$ cat src/rtl/output_drain_ctrl.sv
// output_drain_ctrl
// Two loosely coupled halves share this block:
//   - a 4-way round-robin arbiter that lets one processing element per cycle
//     push its result word into an external FIFO;
//   - a drain FSM that copies words from the FIFO head into memory at
//     consecutive word addresses, one Avalon-style write at a time.
// The arbiter runs regardless of whether a drain job is active, so a push and
// a pop may happen in the same cycle.
module output_drain_ctrl #(
  parameter int DataWidth = 32,
  parameter int AddrWidth = 32
) (
  input  logic                   clk,
  input  logic                   aclr,
  input  logic                   clk_en,
  input  logic                   Start,
  input  logic [AddrWidth-1:0]   BaseAddr,
  input  logic [15:0]            WordCount,
  input  logic [3:0]             Req,
  input  logic [4*DataWidth-1:0] ReqData,
  output logic [3:0]             Grant,
  output logic                   Push,
  output logic [DataWidth-1:0]   PushData,
  input  logic                   Full,
  input  logic [15:0]            FifoReady,
  output logic                   Pop2,
  input  logic [DataWidth-1:0]   FifoData,
  output logic [AddrWidth-1:0]   MemAddr,
  output logic [DataWidth-1:0]   MemWriteData,
  output logic                   MemWrite,
  input  logic                   MemWaitReq,
  output logic                   Busy,
  output logic                   Done
);

  typedef enum logic [1:0] {
    S_IDLE,
    S_WAIT,
    S_WRITE,
    S_DONE
  } state_t;

  state_t      state;
  logic [1:0]  prio;
  logic [15:0] remaining;

  logic [1:0]  grant_idx;
  logic [1:0]  scan_idx;
  logic        grant_any;
  logic        fifo_nonempty;

  assign fifo_nonempty = (FifoReady != 16'd0);

  // Round-robin search: first requester at or above the priority pointer,
  // wrapping modulo 4; nothing is granted while the FIFO is full or frozen.
  always_comb begin
    grant_idx = prio;
    scan_idx  = prio;
    grant_any = 1'b0;
    for (int k = 0; k < 4; k++) begin
      scan_idx = prio + 2'(k);
      if (!grant_any && Req[scan_idx]) begin
        grant_any = 1'b1;
        grant_idx = scan_idx;
      end
    end
    if (!clk_en || Full) begin
      grant_any = 1'b0;
    end
  end

  // One-hot grant vector built from the winning index.
  always_comb begin
    Grant = 4'b0000;
    if (grant_any) begin
      Grant[grant_idx] = 1'b1;
    end
  end

  assign Push     = grant_any;
  assign PushData = grant_any ? ReqData[int'(grant_idx)*DataWidth +: DataWidth]
                              : '0;

  // The FIFO head is consumed in the same cycle the FSM latches it.
  assign Pop2 = clk_en && (state == S_WAIT) && fifo_nonempty;

  // Priority pointer moves just past the PE that was served.
  always_ff @(posedge clk or posedge aclr) begin
    if (aclr) begin
      prio <= 2'd0;
    end else if (clk_en && grant_any) begin
      prio <= grant_idx + 2'd1;
    end
  end

  // Drain FSM: latch the job, then alternate WAIT (fetch head word) and
  // WRITE (hold the memory write until the slave stops stalling).
  always_ff @(posedge clk or posedge aclr) begin
    if (aclr) begin
      state        <= S_IDLE;
      MemAddr      <= '0;
      MemWriteData <= '0;
      MemWrite     <= 1'b0;
      remaining    <= 16'd0;
      Busy         <= 1'b0;
      Done         <= 1'b0;
    end else if (clk_en) begin
      case (state)
        S_IDLE: begin
          Done <= 1'b0;
          if (Start) begin
            MemAddr   <= BaseAddr;
            remaining <= WordCount;
            if (WordCount != 16'd0) begin
              state <= S_WAIT;
              Busy  <= 1'b1;
            end else begin
              state <= S_DONE;
              Busy  <= 1'b0;
              Done  <= 1'b1;
            end
          end
        end
        S_WAIT: begin
          if (fifo_nonempty) begin
            MemWriteData <= FifoData;
            MemWrite     <= 1'b1;
            state        <= S_WRITE;
          end
        end
        S_WRITE: begin
          if (!MemWaitReq) begin
            MemWrite  <= 1'b0;
            MemAddr   <= MemAddr + AddrWidth'(4);
            remaining <= remaining - 16'd1;
            if (remaining == 16'd1) begin
              state <= S_DONE;
              Busy  <= 1'b0;
              Done  <= 1'b1;
            end else begin
              state <= S_WAIT;
            end
          end
        end
        S_DONE: begin
          Done  <= 1'b0;
          Busy  <= 1'b0;
          state <= S_IDLE;
        end
        default: begin
          state <= S_IDLE;
          Busy  <= 1'b0;
          Done  <= 1'b0;
        end
      endcase
    end
  end

endmodule

$ cat config.mk
export PLATFORM = sky130hd
export DESIGN_NAME = output_drain_ctrl
export DESIGN_NICKNAME = d
export VERILOG_FILES = /design/src/rtl/output_drain_ctrl.sv
export SDC_FILE = /design/constraint.sdc
export NUM_CORES = 1
export LEC_CHECK = 0
export CORE_ASPECT_RATIO = 0.75
export CORE_UTILIZATION = 36
export CTS_BUF_LIST = sky130_fd_sc_hd__clkbuf_8
export CTS_CLUSTER_DIAMETER = 50
export DETAILED_ROUTE_END_ITERATION = 7
export HOLD_SLACK_MARGIN = 0.05
export MAX_ROUTING_LAYER = met4
export PLACE_DENSITY = 0.77
export SYNTH_ARGS = -nofsm -noshare
export SYNTH_HDL_FRONTEND = slang
export SYNTH_SLANG_ARGS = --single-unit
$ cat constraint.sdc
create_clock -name clk -period 3.18 [get_ports clk]
set_input_delay 0.795 -clock clk [delete_from_list [all_inputs] [get_ports clk]]
set_output_delay 0.795 -clock clk [all_outputs]
set_load 0.01 [all_outputs]
==> results of run 1 <==
-- critical path: cells and delay by family --
family	cells	cell delay [ns]
simple gates	3	0.80
buf+inv	4	0.54
mux	1	0.24
compound gates	1	0.13
-- Yosys cell counts (9+ instances only) --
library cell	n
mux2_2	34
clkbuf_1	32
nor2_1	50
ha_1	12
nand4_1	17
o22ai_1	49
o21ai_0	21
and2_1	9
a31oi_1	12
mux2i_1	76
nor3_1	13
nand3_1	17
inv_1	19
a21oi_1	38
nor4_1	13
and3_1	9
dfrtp_1	87
nand2_1	41
-- per-stage QoR --
step / instances / util / setup slack, ns
final: 1225 / 0.642 / -0.108
after global routing: 1225 / 0.642 / -0.141
after detailed placement: 1196 / 0.612 / -0.886
after CTS: 1228 / 0.640 / -0.194
after floorplan: 648 / - / 0.107
after global placement: 1196 / 0.612 / -0.870
-- registers in the layout (all words and copies together), names as in the netlist --
| signal | count |
|---|---|
| prio | 2 |
| state | 2 |
| MemWrite | 1 |
| MemWriteData | 32 |
| Busy | 1 |
| Done | 1 |
| MemAddr | 32 |
| remaining | 16 |
-- per-layer routing --
metal / share of wire / global-route usage / up-vias
li1: - / - / 3202
met1: 0.45 / 0.381 / 3146
met2: 0.46 / 0.424 / 281
met3: 0.076 / 0.0714 / 30
met4: 0.014 / 0.0734 / 0
met5: 0 / - / -
-- report_power, final --
| part | internal [mW] | switching, mW |
|---|---|---|
| combinational | 2.63 | 2.22 |
| clock | 0.378 | 0.456 |
| sequential | 1.64 | 0.573 |
| total | 4.64 | 3.25 |
-- cell families after synthesis --
group	count (synthesis)	synth area share
simple gates	208	0.186
compound gates	168	0.184
mux	111	0.195
flops	87	0.366
buf+inv	62	0.0429
fa+ha+maj	12	0.0253
-- worst min path at each step --
stage	to	cells after the start
after floorplan	remaining[13]	1
after global placement	MemAddr[0]	2
after detailed placement	MemAddr[0]	2
after CTS	MemAddr[0]	2
after global routing	MemWriteData[27]	1
final	MemAddr[0]	2
-- what timing repair did --
action                                  in CTS  in global routing
pin swaps                                   28                 12
buffers inserted                            12                  0
gates cloned                                 5                  0
endpoints found under the setup margin      38                 38
resized for setup                          201                 24
hold endpoints to repair                     0                  0
-- final cells by class --
type | count | share of cell area
flip-flops and latches | 87 | 0.211
well taps | 210 | 0.0255
diodes | 2 | 0.000485
repair buffers | 392 | 0.375
inverters | 19 | 0.00824
clock buffers | 9 | 0.0120
clock inverters | 7 | 0.00812
multi-input cells | 499 | 0.360
==> summary.txt, run 1 <==
CTS
  – H-tree depth: 3
  – TritonCTS Buffers: 9
  – CTS tree: built
  – CTS hold repair buffers: 0
  – Clock-pin slew on the worst setup and hold paths: 0.09 ns
  – CTS sink count: 87
  – Clk buf depth: 2
  – Root Buffer: clkbuf_8
  – Clock Latency Late Sink: around 0.39 ns

Setup path
  – CP Cell Sequence: buf_6 -> and3b_1 -> or4_4 -> nand2_8 -> buf_6 -> buf_16 -> mux2i_1 -> o22ai_2 -> buf_2
  – Crit path DAT: ~2.5 ns
  – R2R Path End: MemAddr[23]
  – Worst Setup SP: Req[0]
  – CP max FO: 5
  – End of the critical path: PushData[7]
  – Worst r2r src: state[0]
  – Critical path required time: ~2.4 ns
  – Crit start category: input pin
  – Slowest-stage cell, CP: or4_4
  – Path depth of the worst reg2reg path: 7
  – CP endpoint kind: output pin
  – Crit Path Class: input pin to output pin
  – CP peak stage delay: around 0.52 ns
  – Flop-to-flop setup slack: about 0.65 ns
  – CP most frequent cell: buf_6

Floorplanning
  – I/O pin count: ~340
  – Die area: between 0.015 and 0.02 sq mm
  – Die width: 150 um
  – Die Span Y: around 110 um
  – Num rows: 40
  – CORE AREA: ~0.016 sq mm
  – Initial core utilization: 0.370

Timing
  – Slew margin rel.: 0.563
  – Ratio of final minimum period to clock period: 1.03
  – Worst-margin pin slew: 0.650 ns
  – TNS Setup: -0.740 ns
  – Setup violators final: 16
  – Worst Slack Setup Final: -0.108 ns
  – Max-slew violations: 0
  – Post-layout min period: ~3.3 ns
  – Hold Slack: 0.487 ns
  – Fin. Hold Viols: 0
  – Clk_skew: about 0.017 ns
  – Fmax: 0.304 GHz
  – RSZ-0062 raised after global routing: true

Final layout
  – Area of the multi-input gates: around 0.0037 sq mm
  – Share of cells above drive strength 1: 0.182
  – Most common cell after layout, fill and taps aside: clkdlybuf4s50_1
  – Fin nets: 1254
  – Synth-to-Final Area Change: 73.6%
  – Cell area after layout: just over 0.01 sq mm
  – Most frequent cells in the layout: 296 x clkdlybuf4s50_1, 87 x dfrtp_1, 67 x mux2i_1, 50 x nor2_1, 46 x o22ai_1
  – Storage cell area: ~0.0022 sq mm
  – Fillers: around 1300

Placed design
  – PortBufs: between 300 and 400
  – Placer Congestion: roughly 0.92
  – Detailed placement HPWL: approximately 18000 um
  – DP Area: roughly 0.0098 sq mm

GRT
  – Initial antenna violation count: 2
  – Largest net degree at the start of global routing: 59
  – Vias in the first global route: about 6500
  – First-pass GRT wire length: between 30000 and 40000 um
  – Gr usage total: 0.284
  – GR Overflow Total: 0

Power and ir drop
  – Power, Total: about 7.9 mW
  – LEAKAGE: 4.26 nW
  – Power per standard cell area: roughly 760 mW/mm^2
  – Peak supply drop: 0.442 mV

Hold path
  – HP Start: MemAddr[0]
  – Worst hold path class: register to register

Run status
  – Outcome: finished with violations
  – Violated checks: negative setup slack

Yosys
  – Post-Syn Instances: ~650
  – Async set or reset register ratio after synthesis: 1.00
  – Yosys top cell area share: 0.366
  – EDFF count, synth: 0
  – Synth area leader: dfrtp_1
  – Primary FF master, synth: dfrtp_1
  – Syn nets: ~890
  – Synth top area cells: dfrtp_1 37%, mux2i_1 13%, mux2_2 6.4%
  – Syn Area/Cell: just over 9 sq um
  – Synth unique cells: 56
  – Mapped Area: between 0.005 and 0.006 sq mm
  – Syn. warnings: 0
  – Sequential share of the synthesized area: 0.366
  – Post-synthesis register bit count: 87

Drt
  – DRC viols: 0
  – First-iteration detailed-routing DRC count: between 500 and 600
  – Post-DRT Antenna Nets: 0
  – DRT Wirelength: between 20000 and 25000 um
  – 1st-pass router iterations: 5
  – Post-DR wirelength/cell: approximately 19 um
  – Via/cell ratio: ~5.4
  – DR vias: roughly 6700

Job
  – Maxcap violations: 0
(Power assumes the default switching activity.)
==> inputs of run 2 (changes only) <==
- CELL_PAD_IN_SITES_DETAIL_PLACEMENT: unset -> 2
- CELL_PAD_IN_SITES_GLOBAL_PLACEMENT: unset -> 2
- CORE_UTILIZATION: 36 -> 19
- PLACE_DENSITY: 0.77 -> 0.75
==> run 2 against run 1 <==
  * The flow finishes with violations (design-rule violations, negative setup slack)
  * Sequential share of layout area shrank 0.89 points
  * Utilization decreased by 29 points
  * Final cell count is 17% higher
  * Critical path type unchanged
==> summary.txt, run 2 (same netlist as run 1, synthesis figures left out) <==
CTS
  – CTS sink count: 87 (unchanged)
  – H-tree depth: 3 (unchanged)
  – CTS tree: built
  – TritonCTS Buffers: 9 (unchanged)
  – Clock Latency Late Sink: 0.39 ns (about the same)
  – Clock-pin slew on the worst setup and hold paths: 0.10 ns (about the same)
  – Root Buffer: clkbuf_8
  – Clk buf depth: 2 (unchanged)

Final layout
  – Share of cells above drive strength 1: 0.208 (+0.0259)
  – Final core occ: 0.353 (-0.289)
  – Synth-to-Final Area Change: 81.3%
  – Cell area after layout: 0.0108 sq mm (+4.4%)
  – Non-Filler Instances: 1430 (+17%)
  – Fin nets: 1272 (+1.4%)
  – Most frequent cells in the layout: 295 x clkdlybuf4s50_1, 87 x dfrtp_1, 62 x mux2i_1, 50 x nor2_1, 48 x o22ai_1
  – Top Registers: MemAddr (32), MemWriteData (32), remaining (16)
  – Most common cell after layout, fill and taps aside: clkdlybuf4s50_1
  – # diodes: 0 (-2)

Timing
  – Worst-margin pin slew: 0.667 ns (+0.0175 ns)
  – Ratio of final minimum period to clock period: 1.05 (+0.0191)
  – Hold Slack: 0.488 ns (+0.00142 ns)
  – Worst Slack Setup Final: -0.169 ns (-0.0608 ns)
  – Max-slew violations: 0 (unchanged)
  – TNS Setup: -2.41 ns (-1.67 ns)
  – Fin. Hold Viols: 0 (unchanged)
  – Setup violators final: 36 (+20)
  – Slew margin rel.: 0.552 (-0.0118)
  – Post-layout min period: 3.35 ns (+0.0608 ns)
  – Fmax: 0.299 GHz (-1.8%)
  – RSZ-0062 raised after global routing: true
  – Clk_skew: 0.0107 ns (-0.00648 ns)

GRT
  – Vias in the first global route: 7532 (+16%)
  – Initial antenna violation count: 0 (-2)
  – GR Util met2: 0.312 (-0.112)
  – Grt met1 use: 0.246 (-0.136)
  – Largest net degree at the start of global routing: 47 (-20%)
  – Gr usage total: 0.191 (-0.0926)
  – First-pass GRT wire length: 45200 um (+27%)
  – GR Overflow Total: 0 (unchanged)
  – GR Util met3: 0.0348 (-0.0366)
  – Global route hottest layer: met2

Placed design
  – PortBufs: 338 (unchanged)
  – Pre-CTS setup slack: -0.986 ns (-0.0997 ns)
  – Placer Congestion: 0.775 (-15%)
  – Detailed placement HPWL: 22800 um (+27%)
  – DP Area: 0.0100 sq mm (+2.3%)
  – Placed cells: 1383 (+16%)

Drt
  – Post-DR wirelength/cell: 21.8 um (+12%)
  – First-iteration detailed-routing DRC count: 311 (-41%)
  – 1st-pass router iterations: 6 (+1)
  – DRT Wirelength: 31100 um (+31%)
  – DRC viols: 26 (+26)
  – Via/cell ratio: 4.88 (-10%)
  – Post-DRT Antenna Nets: 0 (unchanged)
  – DR vias: 6977 (+4.8%)

Setup path
  – Worst Setup SP: Req[0]
  – CP peak stage delay: 0.52 ns (about the same)
  – Crit. path cell count: 10 (+1)
  – Crit path DAT: 2.55 ns (+0.06 ns)
  – Slowest-stage cell, CP: or4_4
  – End of the critical path: PushData[28]
  – CP Cell Sequence: buf_8 -> and3b_1 -> or4_4 -> nand2_8 -> buf_12 -> buf_8 -> buf_16 -> mux2i_2 -> o22ai_1 -> buf_2
  – Flop-to-flop setup slack: 0.53 ns (-0.12 ns)
  – CP most frequent cell: buf_8
  – CP endpoint kind: output pin
  – Crit path buf inv count: 5 (+1)
  – Crit Path Class: input pin to output pin
  – Path depth of the worst reg2reg path: 9 (+2)
  – Worst r2r src: state[0]
  – Critical path required time: 2.38 ns (about the same)
  – R2R Path End: MemAddr[23]
  – CP max FO: 5 (unchanged)
  – Crit-path leading delay family: simple AND/OR/NAND/NOR gates
  – Crit start category: input pin

Floorplanning
  – Num rows: 55 (+38%)
  – Die width: 206 um (+37%)
  – Die Span Y: 155 um (+37%)
  – Die area: 0.0320 sq mm (+88%)
  – Initial core utilization: 0.195 (-0.175)
  – I/O pin count: 339 (unchanged)
  – CORE AREA: 0.0305 sq mm (+90%)

Power and ir drop
  – Power, Total: 8.29 mW (+5.0%)
  – LEAKAGE: 4.37 nW (+2.6%)
  – Power per standard cell area: 769 mW/mm^2 (+0.62%)
  – Peak supply drop: 0.266 mV (-40%)

Run status
  – Violated checks: design-rule violations, negative setup slack
  – Outcome: finished with violations

Job
  – Maxcap violations: 0 (unchanged)

Hold path
  – Worst hold path class: register to register
-- run 2: what timing repair did --
action | in CTS | in global routing
setup endpoints to repair | 38 | 37
setup buffers | 24 | 5
pin swaps | 24 | 24
hold buffers | 0 | 0
resized for setup | 210 | 43
gates cloned | 5 | 2
-- run 2: worst min path at each step --
stage	startpoint	end	slack (ns)	cells past startpoint
final	MemAddr[1]	MemAddr[1]	0.49	2
after CTS	MemAddr[1]	MemAddr[1]	0.50	2
after detailed placement	MemAddr[1]	MemAddr[1]	0.47	2
after global placement	MemAddr[1]	MemAddr[1]	0.46	2
after global routing	MemAddr[1]	MemAddr[1]	0.54	2
after floorplan	remaining[13]	remaining[13]	0.49	1
-- run 2: where the power goes --
part / switching, mW / internal (mW)
sequential: 0.599 / 1.64
clock: 0.467 / 0.371
combinational: 2.43 / 2.78
-- run 2: area by class of cell --
class                           count  area [sq um]
Clock inverter                      7          80.1
Clock buffer                        9           124
Tap cell                          399           499
Sequential cell                    87          2180
Timing Repair Buffer              410          4070
Fill cell                        3290         19700
Inverter                           19          76.3
Multi-Input combinational cell    499          3750
-- run 2: routing by layer --
layer	part of all wire	wire length (um)
met3	0.043	1330
met5	0	0
met2	0.49	15300
met4	0.016	495
met1	0.45	14000
-- run 2: worst register-to-register path: cells and delay by family (launching register included) --
kind | cells | cell delay [ns]
DFF | 1 | 0.43
and+or+nand+nor | 2 | 0.42
adders and majority gates | 1 | 0.47
buffers and inverters | 3 | 0.62
AOI/OAI and AO/OA | 3 | 0.57
==> inputs of run 3 (changes only) <==
- CORE_UTILIZATION: 19 -> 23
- PLACE_DENSITY: 0.75 -> 0.85
- clock period: 3.18 -> 4 ns (I/O delays scaled with it)
==> run 3 against run 2 <==
  * Routed wire length fell by 1.3%
  * The flow now finishes without violations
  * Setup slack better by 0.26 ns
  * Hold slack gained 0.029 ns
  * Highest routed layer unchanged
  * First-iteration DRC count is 2.6% higher
==> summary.txt, run 3 (same netlist as run 1, synthesis figures left out) <==
Power and ir drop
  – LEAKAGE: 4.22 nW (-3.4%)
  – Psw: 2.72 mW (-22%)
  – Clock share of power: 0.107 (+0.006)
  – Int Power: 3.65 mW (-24%)
  – Sw Share: 0.427 (+0.00447)
  – Peak supply drop: 0.269 mV (+0.98%)
  – Power per standard cell area: 616 mW/mm^2 (-20%)
  – Comb pwr share: 0.612 (-0.017)
  – Sequential Power Share: 0.281 (+0.011)

Setup path
  – Crit start category: input pin
  – Critical path required time: 3.00 ns (+0.62 ns)
  – Crit path DAT: 2.91 ns (+0.36 ns)
  – Crit Path Class: input pin to output pin
  – CP max FO: 6 (+1)
  – CP endpoint kind: output pin

CTS
  – H-tree depth: 3 (unchanged)
  – Clock-pin slew on the worst setup and hold paths: 0.09 ns (about the same)
  – CTS tree: built
  – CTS hold repair buffers: 0 (unchanged)
  – CTS sink count: 87 (unchanged)
  – TritonCTS Buffers: 9 (unchanged)
  – Clk buf depth: 2 (unchanged)
  – Root Buffer: clkbuf_8
  – Clock Latency Late Sink: 0.38 ns (about the same)

Placed design
  – DP Area: 0.00997 sq mm (-0.78%)
  – PortBufs: 338 (unchanged)
  – Detailed placement HPWL: 23900 um (+5.1%)
  – Placer Congestion: 0.827 (+6.6%)

Final layout
  – Storage cell area: 0.00218 sq mm (unchanged)
  – Area of the multi-input gates: 0.00361 sq mm (-3.8%)
  – Final core occ: 0.411 (+0.0580)
  – Synth-to-Final Area Change: 74.1%
  – Fin nets: 1256 (-1.3%)
  – Top Registers: MemAddr (32), MemWriteData (32), remaining (16)
  – Most frequent cells in the layout: 298 x clkdlybuf4s50_1, 87 x dfrtp_1, 65 x mux2i_1, 50 x nor2_1, 48 x o22ai_1
  – Fillers: 2727 (-17%)
  – Share of cells above drive strength 1: 0.160 (-0.0480)
  – Cell area after layout: 0.0103 sq mm (-4.0%)
  – Most common cell after layout, fill and taps aside: clkdlybuf4s50_1

Floorplanning
  – Die width: 188 um (-9.0%)
  – Die Span Y: 141 um (-9.0%)
  – Initial core utilization: 0.236 (+0.0414)
  – CORE AREA: 0.0251 sq mm (-18%)
  – Num rows: 50 (-9.1%)
  – Die area: 0.0265 sq mm (-17%)
  – I/O pin count: 339 (unchanged)

Job
  – Maxcap violations: 0 (unchanged)

Timing
  – Ratio of final minimum period to clock period: 0.977
  – Clk_skew: 0.0192 ns (+0.00854 ns)
  – Worst-margin pin slew: 0.661 ns (-0.00640 ns)
  – Setup violators final: 0 (-100%)
  – Max-slew violations: 0 (unchanged)
  – Post-layout min period: around 4 ns
  – Fmax: around 0.26 GHz
  – Fin. Hold Viols: 0 (unchanged)
  – Slew margin rel.: 0.556 (+0.00430)
  – RSZ-0062 raised after global routing: false

GRT
  – Gr usage total: 0.236 (+0.0442)
  – GR Overflow Total: 0 (unchanged)
  – Initial antenna violation count: 1 (+1)
  – Vias in the first global route: 7667 (+1.8%)
  – First-pass GRT wire length: 46600 um (+3.0%)
  – Largest net degree at the start of global routing: 55 (+17%)

Run status
  – Outcome: finished, final reports clean

Drt
  – Post-DR wirelength/cell: 22.7 um (+4.3%)
  – Post-DRT Antenna Nets: 0 (unchanged)
  – Via/cell ratio: 5.11 (+4.7%)
  – First-iteration detailed-routing DRC count: 319 (+2.6%)
  – DRC viols: 0 (-100%)
  – 1st-pass router iterations: 4 (-2)
  – DRT Wirelength: 30700 um (-1.3%)
  – DR vias: 6916 (-0.87%)

Hold path
  – Worst hold path class: register to register
run 3: per-stage QoR:
step / TNS [ns] / std cells / setup slack (ns) / hold WS (ns) / power (mW)
global route: 0 / 1354 / 0.0331 / 0.536 / 6.80
detailed placement: -15.45 / 1325 / -0.559 / 0.496 / 5.50
CTS: 0 / 1348 / 0.00657 / 0.521 / 6.37
global placement: -12.53 / 1325 / -0.414 / 0.466 / 5.28
finish: 0 / 1354 / 0.0931 / 0.517 / 6.37
floorplan: 0 / 648 / 0.517 / 0.487 / 3.62
run 3: power groups by stage:
stage | logic [mW] | clock network (mW) | registers [mW]
global placement | 3.53 | 0 | 1.75
global route | 4.19 | 0.736 | 1.87
floorplan | 1.82 | 0 | 1.80
CTS | 3.87 | 0.708 | 1.79
finish | 3.90 | 0.681 | 1.79
detailed placement | 3.70 | 0 | 1.80
run 3: layer usage:
layer  routed length [um]  part of all wire  GRT usage
met1                13300              0.43      0.289
met4                  406             0.013     0.0509
met2                15500              0.51      0.401
met3                 1500             0.049     0.0456
met5                    0                 0          -
run 3: what timing repair did:
item | 4_1_cts | 5_1_grt
endpoints found under the setup margin | 36 | 32
pin swaps | 4 | 6
setup buffers | 4 | 5
cloned | 3 | 0
gates resized for setup | 99 | 38
run 3: path summary, 6_finish.rpt:
path | start | end | slack (ns) | cells after the start
max in group asynchronous | aclr | MemWriteData[1] | 2.29 | 3
min | MemWriteData[7] | MemWriteData[7] | 0.52 | 1
min reg2reg | MemWriteData[7] | MemWriteData[7] | 0.52 | 1
max | Req[2] | PushData[24] | 0.09 | 9
min in group asynchronous | aclr | MemAddr[29] | 1.01 | 2
max reg2reg | state[0] | MemAddr[19] | 1.19 | 10
run 3: cell type report:
| type | instances | area share |
|---|---|---|
| clock inverter | 7 | 0.00762 |
| multi-input combinational | 499 | 0.349 |
| inverter | 19 | 0.00714 |
| tap | 338 | 0.0409 |
| timing repair buffer | 394 | 0.373 |
| sequential | 87 | 0.210 |
| clock buffer | 9 | 0.0120 |
| antenna | 1 | 0.000242 |
run 3: worst max-delay path, cell delays in order:
cell and delay [ns]:
dlygate4sd2_1 0.30, nor3_1 0.07, or4_4 0.53, nand2_8 0.14, buf_6 0.13, bufbuf_16 0.26, mux2i_2 0.23, o22ai_1 0.09
buf_2 0.15
